$ cat src/rtl/dht11_responder.sv
// dht11_responder
// Emulates a DHT11 sensor on the single-wire DATA line. Qualifies the host
// start pulse, answers with the 80/80 us acknowledge, then shifts out
// RH_INT, RH_DEC, T_INT, T_DEC and a checksum using DHT11 pulse-width coding.
//
// Ports
//   CLK       in   system clock
//   RESET     in   asynchronous, active-high reset
//   DATA_IN   in   raw line level (asynchronous pad input)
//   DATA_OE   out  1 = pull line low, 0 = release
//   RH_INT    in   humidity integer byte
//   RH_DEC    in   humidity decimal byte
//   T_INT     in   temperature integer byte
//   T_DEC     in   temperature decimal byte
//   CSUM_ERR  in   invert the transmitted checksum when set at latch time
//   BUSY      out  high from start qualification until frame end
//   DONE      out  one-cycle pulse at frame completion
//   FRAMES    out  count of completed frames (wraps)
module dht11_responder #(
    parameter int CLK_FPGA     = 25000000,
    parameter int CYC_US       = CLK_FPGA / 1000000,
    parameter int START_MIN_US = 16000,
    parameter int TURN_US      = 30,
    parameter int ACK_US       = 80,
    parameter int BITLOW_US    = 50,
    parameter int ZERO_US      = 26,
    parameter int ONE_US       = 70
) (
    input  logic        CLK,
    input  logic        RESET,
    input  logic        DATA_IN,
    output logic        DATA_OE,
    input  logic [7:0]  RH_INT,
    input  logic [7:0]  RH_DEC,
    input  logic [7:0]  T_INT,
    input  logic [7:0]  T_DEC,
    input  logic        CSUM_ERR,
    output logic        BUSY,
    output logic        DONE,
    output logic [15:0] FRAMES
);

    // Phase lengths in cycles; "_LAST" is the final cnt value of a phase.
    localparam logic [31:0] START_CYC   = 32'(START_MIN_US * CYC_US);
    localparam logic [31:0] TURN_LAST   = 32'(TURN_US * CYC_US - 1);
    localparam logic [31:0] ACK_LAST    = 32'(ACK_US * CYC_US - 1);
    localparam logic [31:0] BITLOW_LAST = 32'(BITLOW_US * CYC_US - 1);
    localparam logic [31:0] ZERO_LAST   = 32'(ZERO_US * CYC_US - 1);
    localparam logic [31:0] ONE_LAST    = 32'(ONE_US * CYC_US - 1);

    typedef enum logic [2:0] {
        ST_IDLE,
        ST_HOST_LOW,
        ST_TURN,
        ST_ACK_LOW,
        ST_ACK_HIGH,
        ST_BIT_LOW,
        ST_BIT_HIGH,
        ST_END_LOW
    } state_t;

    state_t      state_r;
    state_t      state_s;
    logic        sync_meta_r;
    logic        ds_r;
    logic        ds_eff_s;
    logic [31:0] cnt_r;
    logic [39:0] shift_r;
    logic [5:0]  bit_idx_r;
    logic        latch_s;
    logic        bit_done_s;
    logic        frame_done_s;
    logic [31:0] hi_last_s;
    logic        data_oe_r;
    logic        busy_r;
    logic        done_r;
    logic [15:0] frames_r;

    // Mod-256 sum of the four data bytes, optionally inverted.
    function automatic logic [7:0] calc_csum(input logic [7:0] a, input logic [7:0] b,
                                             input logic [7:0] c, input logic [7:0] d,
                                             input logic inv);
        logic [7:0] sum_v;
        sum_v = a + b + c + d;
        return inv ? ~sum_v : sum_v;
    endfunction

    // Two-flop synchronizer for the pad input; idles high like the pulled-up line.
    always_ff @(posedge CLK or posedge RESET) begin
        if (RESET) begin
            sync_meta_r <= 1'b1;
            ds_r        <= 1'b1;
        end else begin
            sync_meta_r <= DATA_IN;
            ds_r        <= sync_meta_r;
        end
    end

    // Next-state logic and per-phase event strobes.
    always_comb begin
        state_s      = state_r;
        latch_s      = 1'b0;
        bit_done_s   = 1'b0;
        frame_done_s = 1'b0;
        // Our own pull-down must never look like host activity.
        ds_eff_s     = data_oe_r ? 1'b1 : ds_r;
        hi_last_s    = shift_r[39] ? ONE_LAST : ZERO_LAST;
        case (state_r)
            ST_IDLE: begin
                if (!ds_eff_s) begin
                    state_s = ST_HOST_LOW;
                end else begin
                    state_s = ST_IDLE;
                end
            end
            ST_HOST_LOW: begin
                if (ds_eff_s) begin
                    if (cnt_r >= START_CYC) begin
                        state_s = ST_TURN;
                        latch_s = 1'b1;
                    end else begin
                        state_s = ST_IDLE;
                    end
                end else begin
                    state_s = ST_HOST_LOW;
                end
            end
            ST_TURN: begin
                if (cnt_r == TURN_LAST) begin
                    state_s = ST_ACK_LOW;
                end else begin
                    state_s = ST_TURN;
                end
            end
            ST_ACK_LOW: begin
                if (cnt_r == ACK_LAST) begin
                    state_s = ST_ACK_HIGH;
                end else begin
                    state_s = ST_ACK_LOW;
                end
            end
            ST_ACK_HIGH: begin
                if (cnt_r == ACK_LAST) begin
                    state_s = ST_BIT_LOW;
                end else begin
                    state_s = ST_ACK_HIGH;
                end
            end
            ST_BIT_LOW: begin
                if (cnt_r == BITLOW_LAST) begin
                    state_s = ST_BIT_HIGH;
                end else begin
                    state_s = ST_BIT_LOW;
                end
            end
            ST_BIT_HIGH: begin
                if (cnt_r == hi_last_s) begin
                    bit_done_s = 1'b1;
                    if (bit_idx_r == 6'd39) begin
                        state_s = ST_END_LOW;
                    end else begin
                        state_s = ST_BIT_LOW;
                    end
                end else begin
                    state_s = ST_BIT_HIGH;
                end
            end
            ST_END_LOW: begin
                if (cnt_r == BITLOW_LAST) begin
                    state_s      = ST_IDLE;
                    frame_done_s = 1'b1;
                end else begin
                    state_s = ST_END_LOW;
                end
            end
            default: begin
                state_s = ST_IDLE;
            end
        endcase
    end

    // State register and saturating phase counter, cleared on every state change.
    always_ff @(posedge CLK or posedge RESET) begin
        if (RESET) begin
            state_r <= ST_IDLE;
            cnt_r   <= 32'd0;
        end else begin
            state_r <= state_s;
            if ((state_s != state_r) || (state_r == ST_IDLE)) begin
                cnt_r <= 32'd0;
            end else if (cnt_r != 32'hFFFF_FFFF) begin
                cnt_r <= cnt_r + 32'd1;
            end else begin
                cnt_r <= cnt_r;
            end
        end
    end

    // Frame shift register: loaded at qualification, shifted MSB-first per bit.
    always_ff @(posedge CLK or posedge RESET) begin
        if (RESET) begin
            shift_r   <= 40'd0;
            bit_idx_r <= 6'd0;
        end else if (latch_s) begin
            shift_r   <= {RH_INT, RH_DEC, T_INT, T_DEC,
                          calc_csum(RH_INT, RH_DEC, T_INT, T_DEC, CSUM_ERR)};
            bit_idx_r <= 6'd0;
        end else if (bit_done_s) begin
            shift_r   <= {shift_r[38:0], 1'b0};
            bit_idx_r <= bit_idx_r + 6'd1;
        end else begin
            shift_r   <= shift_r;
            bit_idx_r <= bit_idx_r;
        end
    end

    // Registered outputs decoded from the next state so they align with state_r.
    always_ff @(posedge CLK or posedge RESET) begin
        if (RESET) begin
            data_oe_r <= 1'b0;
            busy_r    <= 1'b0;
            done_r    <= 1'b0;
            frames_r  <= 16'd0;
        end else begin
            data_oe_r <= (state_s == ST_ACK_LOW) || (state_s == ST_BIT_LOW) ||
                         (state_s == ST_END_LOW);
            busy_r    <= (state_s != ST_IDLE) && (state_s != ST_HOST_LOW);
            done_r    <= frame_done_s;
            frames_r  <= frame_done_s ? (frames_r + 16'd1) : frames_r;
        end
    end

    assign DATA_OE = data_oe_r;
    assign BUSY    = busy_r;
    assign DONE    = done_r;
    assign FRAMES  = frames_r;

endmodule

$ cat config.mk
export PLATFORM = sky130hd
export DESIGN_NAME = dht11_responder
export DESIGN_NICKNAME = d
export VERILOG_FILES = /design/src/rtl/dht11_responder.sv
export SDC_FILE = /design/constraint.sdc
export NUM_CORES = 1
export LEC_CHECK = 0
export BUFFER_PORTS_ARGS = -buffer_cell sky130_fd_sc_hd__buf_4
export CORE_AREA = 2 2 103 105
export DETAILED_ROUTE_END_ITERATION = 10
export DIE_AREA = 0 0 105 107
export GPL_TIMING_DRIVEN = 0
export PLACE_DENSITY = 0.81
export SETUP_SLACK_MARGIN = 0.5
export SLEW_MARGIN = 15
export SYNTH_ARGS = -nofsm -noshare
export SYNTH_HDL_FRONTEND = slang
export SYNTH_SLANG_ARGS = --single-unit
export TNS_END_PERCENT = 50
$ cat constraint.sdc
create_clock -name CLK -period 5.41 [get_ports CLK]
set_clock_uncertainty 0.2 [all_clocks]
set_input_delay 1.082 -clock CLK [delete_from_list [all_inputs] [get_ports CLK]]
set_output_delay 1.082 -clock CLK [all_outputs]
set_load 0.01 [all_outputs]
==> metrics.txt, run 1 <==
# TYPE chip_impl_metric gauge
chip_impl_metric{name="antenna_cells",unit=""} 0
chip_impl_info{name="root_buffer",value="sky130_fd_sc_hd__clkbuf_8"} 1
chip_impl_metric{name="synthesis.instances",unit=""} 620
chip_impl_metric{name="htree_levels",unit=""} 3
chip_impl_metric{name="routedWlPerCell",unit="um"} 15.62
chip_impl_metric{name="grt_start_max_net_pins",unit=""} 53
chip_impl_metric{name="power.total",unit="W"} 0.001553
chip_impl_metric{name="final_hold_viols",unit=""} 0
chip_impl_metric{name="area_delta_synth_final",unit="%"} 13.13
chip_impl_metric{name="crit_required",unit="ps"} 5510
chip_impl_metric{name="synthXorXnorAreaFrac",unit="%"} 9.791
chip_impl_metric{name="timing_max_transition_violations_final",unit=""} 0
chip_impl_info{name="kind_of_start_point_of_the_critical_path",value="input pin"} 1
chip_impl_metric{name="cts_resized",unit=""} 0
chip_impl_metric{name="critical_path_s_largest_stage_delay",unit="ps"} 560
chip_impl_metric{name="grt_antenna_before_repair",unit=""} 0
chip_impl_metric{name="share_of_async_settable_or_async_resettable_flops_after_synthesis",unit="%"} 100.0
chip_impl_metric{name="cts.sinks",unit=""} 102
chip_impl_metric{name="placement.io_buffers",unit=""} 53
chip_impl_info{name="endpoint",value="shift_r[7]"} 1
chip_impl_metric{name="via_per_inst",unit=""} 5.659
chip_impl_metric{name="min_delay_path_depth",unit=""} 0
chip_impl_info{name="cts_tree",value="yes"} 1
chip_impl_metric{name="p_leak",unit="nW"} 2.910
chip_impl_metric{name="post_synthesis_share_of_cell_area_spent_on_and_or_nand_and_nor_gates",unit="%"} 23.17
chip_impl_metric{name="number_of_iterations_in_the_first_detailed_routing_pass",unit=""} 5
chip_impl_metric{name="power.density_cell_area",unit="nW/um2"} 229.1
chip_impl_metric{name="achievable-frequency",unit="GHz"} 0.2603
chip_impl_metric{name="worst_skew_pair.late_latency",unit="ps"} 380
chip_impl_metric{name="synth-warning-count",unit=""} 0
chip_impl_info{name="worstPathCellList",value="buf_4, fa_1, fa_1, ha_1, fa_1, a21o_1, a21oi_1, o21bai_1, a21oi_1, xnor2_1, nor2_1, a31oi_1"} 1
chip_impl_metric{name="placementRows",unit=""} 37
chip_impl_info{name="cpMostUsedCell",value="sky130_fd_sc_hd__fa_1"} 1
chip_impl_metric{name="multi_input_area",unit="um2"} 3184
chip_impl_metric{name="initial_utilization",unit="%"} 59.39
chip_impl_metric{name="worst_slew_pin_slew",unit="ps"} 584.8
chip_impl_info{name="outcome",value="finished, final reports clean"} 1
chip_impl_metric{name="chip_height",unit="um"} 107
chip_impl_metric{name="detail-route-antenna-nets",unit=""} 0
chip_impl_metric{name="drc",unit=""} 0
chip_impl_metric{name="timing.final.crit_period",unit="ps"} 3842
chip_impl_metric{name="report.final.setup_viol",unit=""} 0
chip_impl_metric{name="cts_hold_buffers",unit=""} 0
chip_impl_metric{name="die_footprint",unit="um2"} 11240
chip_impl_metric{name="gpl.final_weighted_congestion",unit=""} 0.8854
chip_impl_metric{name="syn-mean-instance-area",unit="um2"} 9.667
chip_impl_metric{name="combined_area_of_all_synthesized_cells",unit="um2"} 5993
chip_impl_info{name="largest_family_of_logic_cells_by_synthesized_area",value="simple AND/OR/NAND/NOR gates"} 1
chip_impl_metric{name="number_of_global_route_vias_before_repair",unit=""} 4629
chip_impl_metric{name="placed_cell_area",unit="um2"} 6594
chip_impl_metric{name="clk_transition_reported_paths",unit="ps"} 90
chip_impl_metric{name="final_layout_size_suffix_gt1_share",unit="%"} 20.58
chip_impl_metric{name="drt_iter0_drc",unit=""} 344
chip_impl_metric{name="detailed_place_hpwl",unit="um"} 9529
chip_impl_info{name="crit_type",value="in -> reg"} 1
chip_impl_metric{name="finalNetCount",unit=""} 747
chip_impl_metric{name="placement.setup.worst_slack",unit="ps"} 1170
chip_impl_metric{name="fin_area",unit="um2"} 6780
chip_impl_metric{name="synth_nets",unit=""} 682
chip_impl_metric{name="post_route_setup_tns",unit="ps"} 0
chip_impl_info{name="rr_endpoint",value="cnt_r[19]"} 1
chip_impl_metric{name="cap_viol_max_count",unit=""} 0
chip_impl_metric{name="grt_use_total",unit="%"} 24.63
chip_impl_metric{name="vias",unit=""} 4674
chip_impl_info{name="rsz0062_at_grt",value="false"} 1
chip_impl_metric{name="wl_final",unit="um"} 12910
chip_impl_metric{name="seqCellArea",unit="um2"} 2555
chip_impl_info{name="critical_path.startpoint",value="RH_INT[1]"} 1
chip_impl_metric{name="synth_cell_type_count",unit=""} 56
chip_impl_metric{name="synth_edf_count",unit=""} 0
chip_impl_metric{name="post-route-worst-setup-slack",unit="ps"} 1568
chip_impl_metric{name="max-vdd-ir-drop",unit="uV"} 129.1
chip_impl_metric{name="worst-r2r-setup-slack",unit="ps"} 2500
chip_impl_metric{name="flops_latches_synth",unit=""} 102
chip_impl_metric{name="post_synth_fa_ha_maj_area_fraction",unit="%"} 7.182
chip_impl_metric{name="grt-ovfl-total",unit=""} 0
chip_impl_info{name="slowest_stage",value="sky130_fd_sc_hd__fa_1"} 1
chip_impl_metric{name="critical_path_peak_fanout",unit=""} 2
chip_impl_info{name="worst_r2r_startpoint",value="cnt_r[0]"} 1
chip_impl_metric{name="ioPinCount",unit=""} 55
chip_impl_metric{name="dp_cells",unit=""} 810
chip_impl_metric{name="floorplan.core_area",unit="um2"} 10090
chip_impl_metric{name="clk_path_buf_depth",unit=""} 2
chip_impl_metric{name="fin_crit_sh",unit="%"} 71.01
chip_impl_metric{name="r2r_cells",unit=""} 9
chip_impl_metric{name="fraction_of_the_mapped_netlist_area_in_compound_gates",unit="%"} 12.63
chip_impl_info{name="synth_ff_type",value="sky130_fd_sc_hd__dfrtp_1"} 1
chip_impl_info{name="endpoint_kind",value="flip-flop"} 1
chip_impl_metric{name="layout.cells.non_filler",unit=""} 826
chip_impl_metric{name="critical_path_arrival",unit="ps"} 3940
chip_impl_metric{name="first_pass_grt_wire_length",unit="um"} 22250
chip_impl_info{name="worst_min_path_class",value="reg -> reg"} 1
chip_impl_metric{name="cts_setup_buffers",unit=""} 0
chip_impl_metric{name="final.fill_count",unit=""} 807
chip_impl_metric{name="die_x",unit="um"} 105
chip_impl_metric{name="worst_case_headroom_to_the_max_slew_limit",unit="%"} 61.01
chip_impl_metric{name="tritoncts.num_buffers",unit=""} 9
chip_impl_metric{name="synthMuxAreaShare",unit="%"} 0.3549
chip_impl_metric{name="synth-seq-area-share",unit="%"} 42.63
[placed cells by master (no fill, tap or decap), types with 3 or more instances in the layout]
cell type                  synthesis  routed
sky130_fd_sc_hd__xnor2_1          50      50
sky130_fd_sc_hd__a21o_1            3       3
sky130_fd_sc_hd__a21oi_2          31      31
sky130_fd_sc_hd__fa_1             14      14
sky130_fd_sc_hd__nand2_1         109     109
sky130_fd_sc_hd__nor2b_1           4       4
sky130_fd_sc_hd__nor3_1           12      12
sky130_fd_sc_hd__buf_4             3      56
sky130_fd_sc_hd__nor4_1            4       4
sky130_fd_sc_hd__clkbuf_1         15      16
sky130_fd_sc_hd__buf_2             8       8
sky130_fd_sc_hd__dfrtp_1         100     100
sky130_fd_sc_hd__a21oi_1          11      11
sky130_fd_sc_hd__nand3_1          23      23
sky130_fd_sc_hd__and2_1            7       7
sky130_fd_sc_hd__xor2_1           17      17
sky130_fd_sc_hd__clkbuf_8          0      12
sky130_fd_sc_hd__o21bai_1          3       3
sky130_fd_sc_hd__and3_1           13      13
sky130_fd_sc_hd__nor3_2            4       4
sky130_fd_sc_hd__buf_6             8       8
sky130_fd_sc_hd__nand4_1          14      14
sky130_fd_sc_hd__o21ai_0           7       7
sky130_fd_sc_hd__inv_1            12      11
sky130_fd_sc_hd__or3_1             3       3
sky130_fd_sc_hd__nor2_1           56      56
sky130_fd_sc_hd__ha_1             12      12
sky130_fd_sc_hd__a31oi_1          39      39
sky130_fd_sc_hd__and4_1            4       4
[per-stage QoR]
step	utilization, %	hold slack, ps
after floorplan	-	145.2
after global placement	65.01	146.8
after detailed placement	65.34	147.0
after CTS	67.18	161.2
after global routing	67.18	170.0
final	67.18	161.0
[cell families after synthesis]
family,Yosys count
simple gates,274
compound gates,103
flops,102
xor+xnor,67
buf+inv,46
fa+ha+maj,26
mux,2
[synthesized netlist by cell type, types with 13 or more instances]
cell type                  count  area (um2)
sky130_fd_sc_hd__a21oi_2      31       271.5
sky130_fd_sc_hd__dfrtp_1     100        2502
sky130_fd_sc_hd__xnor2_1      50       437.9
sky130_fd_sc_hd__nand4_1      14       87.58
sky130_fd_sc_hd__nand2_1     109       409.1
sky130_fd_sc_hd__nand3_1      23       115.1
sky130_fd_sc_hd__and3_1       13       81.33
sky130_fd_sc_hd__clkbuf_1     15       56.30
sky130_fd_sc_hd__a31oi_1      39       244.0
sky130_fd_sc_hd__xor2_1       17       148.9
sky130_fd_sc_hd__fa_1         14       280.3
sky130_fd_sc_hd__nor2_1       56       210.2
[layout make-up]
| cell class | instances | share of cell area (%) |
|---|---|---|
| Buffer | 34 | 3.082 |
| Sequential cell | 102 | 37.68 |
| Inverter | 12 | 0.7381 |
| Clock inverter | 3 | 0.2584 |
| Timing Repair Buffer | 54 | 6.274 |
| Tap cell | 136 | 2.510 |
| Multi-Input combinational cell | 472 | 46.96 |
| Clock buffer | 13 | 2.491 |
[power breakdown]
| group | total [W] | internal [W] | switching [W] |
|---|---|---|---|
| sequential | 0.000825 | 0.000802 | 0.0000225 |
| clock | 0.000461 | 0.000204 | 0.000257 |
| combinational | 0.000267 | 0.000126 | 0.000141 |
[worst min-delay path by stage]
| stage | start | end | slack (ps) |
|---|---|---|---|
| after floorplan | sync_meta_r | ds_r | 150 |
| after global placement | sync_meta_r | ds_r | 150 |
| after detailed placement | sync_meta_r | ds_r | 150 |
| after CTS | sync_meta_r | ds_r | 160 |
| after global routing | sync_meta_r | ds_r | 170 |
| final | sync_meta_r | ds_r | 160 |
[routing by layer]
layer | routed length (um) | part of all wire, % | track usage, % | vias up
met1 | 5911 | 46 | 35.37 | 2260
met5 | 0 | 0 | 0 | -
met2 | 6151 | 48 | 37.99 | 145
met3 | 679 | 5.3 | 4.438 | 14
li1 | - | - | - | 2255
met4 | 163 | 1.3 | 8.190 | 0
[sequential cells by signal, summed over array words and instances (netlist names)]
register,count
state_r,3
shift_r,40
ds_r,1
sync_meta_r,1
BUSY,1
DATA_OE,1
cnt_r,32
FRAMES,16
bit_idx_r,6
DONE,1
[critical path: cells and delay by family]
kind	cells	cell delay [ps]
AOI/OAI and AO/OA	5	850
buffers and inverters	1	130
xor gates and xnor gates	1	180
and+or+nand+nor	1	80
adders and majority gates	4	1630
Note: power is estimated with default switching activity, not from simulation.
==> run 2: changes to the inputs <==
--- a/config.mk
+++ b/config.mk
@@ -6,11 +6,11 @@
 export NUM_CORES = 1
 export LEC_CHECK = 0
 export BUFFER_PORTS_ARGS = -buffer_cell sky130_fd_sc_hd__buf_4
-export CORE_AREA = 2 2 103 105
+export CORE_AREA = 2 2 109 111
 export DETAILED_ROUTE_END_ITERATION = 10
-export DIE_AREA = 0 0 105 107
+export DIE_AREA = 0 0 111 113
 export GPL_TIMING_DRIVEN = 0
-export PLACE_DENSITY = 0.81
+export PLACE_DENSITY = 0.76
 export SETUP_SLACK_MARGIN = 0.5
 export SLEW_MARGIN = 15
 export SYNTH_ARGS = -nofsm -noshare
==> constraint.sdc (replaced) <==
create_clock -name CLK -period 3.15 [get_ports CLK]
set_clock_uncertainty 0.2 [all_clocks]
set_input_delay 0.63 -clock CLK [delete_from_list [all_inputs] [get_ports CLK]]
set_output_delay 0.63 -clock CLK [all_outputs]
set_load 0.01 [all_outputs]
==> metrics.txt, run 2 (synthesis gave the netlist of run 1 again) <==
# TYPE chip_impl_metric gauge
chip_impl_metric{name="max-vdd-ir-drop",unit="uV"} 367.1
chip_impl_info{name="endpoint_kind",value="flip-flop"} 1
chip_impl_metric{name="power.density_cell_area",unit="nW/um2"} 424.6
chip_impl_metric{name="final_core_util",unit="%"} 67.33
chip_impl_info{name="rsz0062_at_grt",value="true"} 1
chip_impl_metric{name="fin_area",unit="um2"} 7590
chip_impl_metric{name="vias",unit=""} 4905
chip_impl_metric{name="die_x",unit="um"} 111
chip_impl_metric{name="grt_use_total",unit="%"} 22.04
chip_impl_metric{name="finalNetCount",unit=""} 779
chip_impl_metric{name="final_hold_viols",unit=""} 0
chip_impl_info{name="failed_checks",value="negative setup slack"} 1
chip_impl_metric{name="crit_required",unit="ps"} 3230
chip_impl_metric{name="multi_input_area",unit="um2"} 3406
chip_impl_metric{name="grt_start_max_net_pins",unit=""} 37
chip_impl_info{name="kind_of_start_point_of_the_critical_path",value="input pin"} 1
chip_impl_metric{name="final.fill_count",unit=""} 794
chip_impl_metric{name="p_sw_share",unit="%"} 26.15
chip_impl_metric{name="antenna_cells",unit=""} 0
chip_impl_metric{name="seq_power_share",unit="%"} 44.0
chip_impl_metric{name="ioPinCount",unit=""} 55
chip_impl_metric{name="drt_iter0_drc",unit=""} 411
chip_impl_metric{name="critical_path_s_largest_stage_delay",unit="ps"} 560
chip_impl_info{name="worst_r2r_startpoint",value="cnt_r[1]"} 1
chip_impl_info{name="cts_tree",value="yes"} 1
chip_impl_metric{name="p_clk_share",unit="%"} 37.4
chip_impl_info{name="most_common_cell_after_layout_fill_and_taps_aside",value="sky130_fd_sc_hd__nand2_1"} 1
chip_impl_info{name="worstPathCellList",value="buf_8, fa_1, fa_1, ha_2, fa_2, a21o_1, a21oi_2, o21bai_1, a21oi_2, xnor2_2, nor2_1, a31oi_1"} 1
chip_impl_metric{name="die_footprint",unit="um2"} 12540
chip_impl_info{name="root_buffer",value="sky130_fd_sc_hd__clkbuf_16"} 1
chip_impl_metric{name="r2r_cells",unit=""} 11
chip_impl_metric{name="drc",unit=""} 0
chip_impl_metric{name="chip_height",unit="um"} 113
chip_impl_metric{name="placementRows",unit=""} 39
chip_impl_metric{name="max_reg_flops",unit=""} 40
chip_impl_metric{name="report.final.setup_viol",unit=""} 1
chip_impl_info{name="rr_endpoint",value="cnt_r[27]"} 1
chip_impl_metric{name="timing.final.crit_period",unit="ps"} 3184
chip_impl_metric{name="wl_final",unit="um"} 14350
chip_impl_metric{name="grt-ovfl-total",unit=""} 0
chip_impl_metric{name="htree_levels",unit=""} 3
chip_impl_metric{name="cap_viol_max_count",unit=""} 0
chip_impl_metric{name="worst_hold_slack",unit="ps"} 4.719
chip_impl_metric{name="placement.setup.worst_slack",unit="ps"} -673.6
chip_impl_metric{name="worst_skew_pair.late_latency",unit="ps"} 350
chip_impl_metric{name="floorplan.core_area",unit="um2"} 11270
chip_impl_metric{name="critical_path_arrival",unit="ps"} 3260
chip_impl_metric{name="clk_path_buf_depth",unit=""} 2
chip_impl_metric{name="fin_crit_sh",unit="%"} 101.1
chip_impl_metric{name="detailed_place_hpwl",unit="um"} 9754
chip_impl_metric{name="routedWlPerCell",unit="um"} 16.59
chip_impl_metric{name="pwr-share-comb",unit="%"} 18.6
chip_impl_info{name="outcome",value="complete, but fails checks"} 1
chip_impl_info{name="slowest_stage",value="sky130_fd_sc_hd__fa_1"} 1
chip_impl_metric{name="grt_antenna_before_repair",unit=""} 0
chip_impl_info{name="critical_path.startpoint",value="T_INT[1]"} 1
chip_impl_info{name="top_register",value="shift_r"} 1
chip_impl_metric{name="worst_slew_pin_slew",unit="ps"} 636.5
chip_impl_metric{name="area_delta_synth_final",unit="%"} 26.64
chip_impl_info{name="layout.cells.most_common_list",value="sky130_fd_sc_hd__nand2_1, sky130_fd_sc_hd__dfrtp_1, sky130_fd_sc_hd__buf_4, sky130_fd_sc_hd__nor2_1, sky130_fd_sc_hd__xnor2_1"} 1
chip_impl_metric{name="placed_cell_area",unit="um2"} 6634
chip_impl_info{name="crit_type",value="in -> reg"} 1
chip_impl_metric{name="initial_utilization",unit="%"} 53.17
chip_impl_metric{name="post-route-worst-setup-slack",unit="ps"} -33.70
chip_impl_metric{name="tritoncts.num_buffers",unit=""} 9
chip_impl_metric{name="number_of_iterations_in_the_first_detailed_routing_pass",unit=""} 5
chip_impl_metric{name="cts.sinks",unit=""} 102
chip_impl_metric{name="critical_path_peak_fanout",unit=""} 2
chip_impl_metric{name="timing_max_transition_violations_final",unit=""} 0
chip_impl_metric{name="net-switching-power",unit="W"} 0.0008428
chip_impl_metric{name="gpl.final_weighted_congestion",unit=""} 0.9013
chip_impl_metric{name="worst_case_headroom_to_the_max_slew_limit",unit="%"} 57.57
chip_impl_metric{name="via_per_inst",unit=""} 5.671
chip_impl_info{name="worst_min_path_class",value="in -> async"} 1
chip_impl_metric{name="first_pass_grt_wire_length",unit="um"} 22450
chip_impl_metric{name="seqCellArea",unit="um2"} 2564
chip_impl_metric{name="number_of_global_route_vias_before_repair",unit=""} 4620
chip_impl_metric{name="clk_transition_reported_paths",unit="ps"} 70
chip_impl_metric{name="final_layout_size_suffix_gt1_share",unit="%"} 29.36
chip_impl_metric{name="worst-r2r-setup-slack",unit="ps"} 430
chip_impl_metric{name="achievable-frequency",unit="GHz"} 0.3141
chip_impl_metric{name="p_int",unit="W"} 0.002380
chip_impl_metric{name="detail-route-antenna-nets",unit=""} 0
chip_impl_info{name="endpoint",value="shift_r[7]"} 1
chip_impl_metric{name="p_leak",unit="nW"} 3.305
chip_impl_metric{name="placement.io_buffers",unit=""} 53
## run 2: cell count changes in the layout (fill, tap and decap cells not counted), sizes merged
cell / change
buf: +28
bufinv: +2
clkinvlp: +2
## run 2: power by group through the flow
stage	Sequential (W)	Combinational (W)	Clock, W
floorplan	0.00143	0.000331	0
global placement	0.00144	0.000439	0
detailed placement	0.00144	0.000467	0
CTS	0.00142	0.000517	0.00122
global route	0.00142	0.000659	0.00127
finish	0.00142	0.000598	0.00121
## run 2: metrics by stage
step | TNS [ps] | cells | total power (W)
after floorplan | -229.3 | 620 | 0.001763
after global placement | -1156 | 816 | 0.001880
after detailed placement | -1428 | 819 | 0.001908
after CTS | -66.40 | 844 | 0.003154
after global routing | -129.4 | 865 | 0.003358
final | -33.70 | 865 | 0.003223
## run 2: worst min-delay path by stage
| stage | from | endpoint | slack [ps] | depth (start not counted) |
|---|---|---|---|---|
| finish | RESET | FRAMES[15] | 5 | 2 |
| global route | RESET | FRAMES[14] | 10 | 2 |
| CTS | RESET | FRAMES[15] | 5 | 2 |
| detailed placement | sync_meta_r | ds_r | 150 | 0 |
| global placement | sync_meta_r | ds_r | 150 | 0 |
| floorplan | sync_meta_r | ds_r | 150 | 0 |
## run 2: what timing repair did
item                       CTS  global route
setup endpoints to repair   65            86
hold buffers                 0             0
cloned                       0             4
setup buffers                9            17
gates resized for setup     26            62
pin swaps                   19            45
## run 2: cell type report
| type | count | area share (%) |
|---|---|---|
| inverters | 12 | 0.6429 |
| multi-input cells | 472 | 44.87 |
| clock buffers | 9 | 2.967 |
| repair buffers | 86 | 10.37 |
| flip-flops and latches | 102 | 33.78 |
| plain buffers | 34 | 3.726 |
| clock inverters | 7 | 1.286 |
| well taps | 143 | 2.357 |
## run 2: metal layers
metal	GRT usage [%]	wire, um
met1	30.61	6421
met2	35.58	7052
met3	3.696	654
met4	7.417	221
met5	0	0
## run 2: critical path, delay by kind of cell
| kind | cells | cell delay [ps] |
|---|---|---|
| fa+ha+maj | 4 | 1540 |
| compound gates | 5 | 760 |
| xor+xnor | 1 | 150 |
| buf+inv | 1 | 100 |
| simple gates | 1 | 90 |
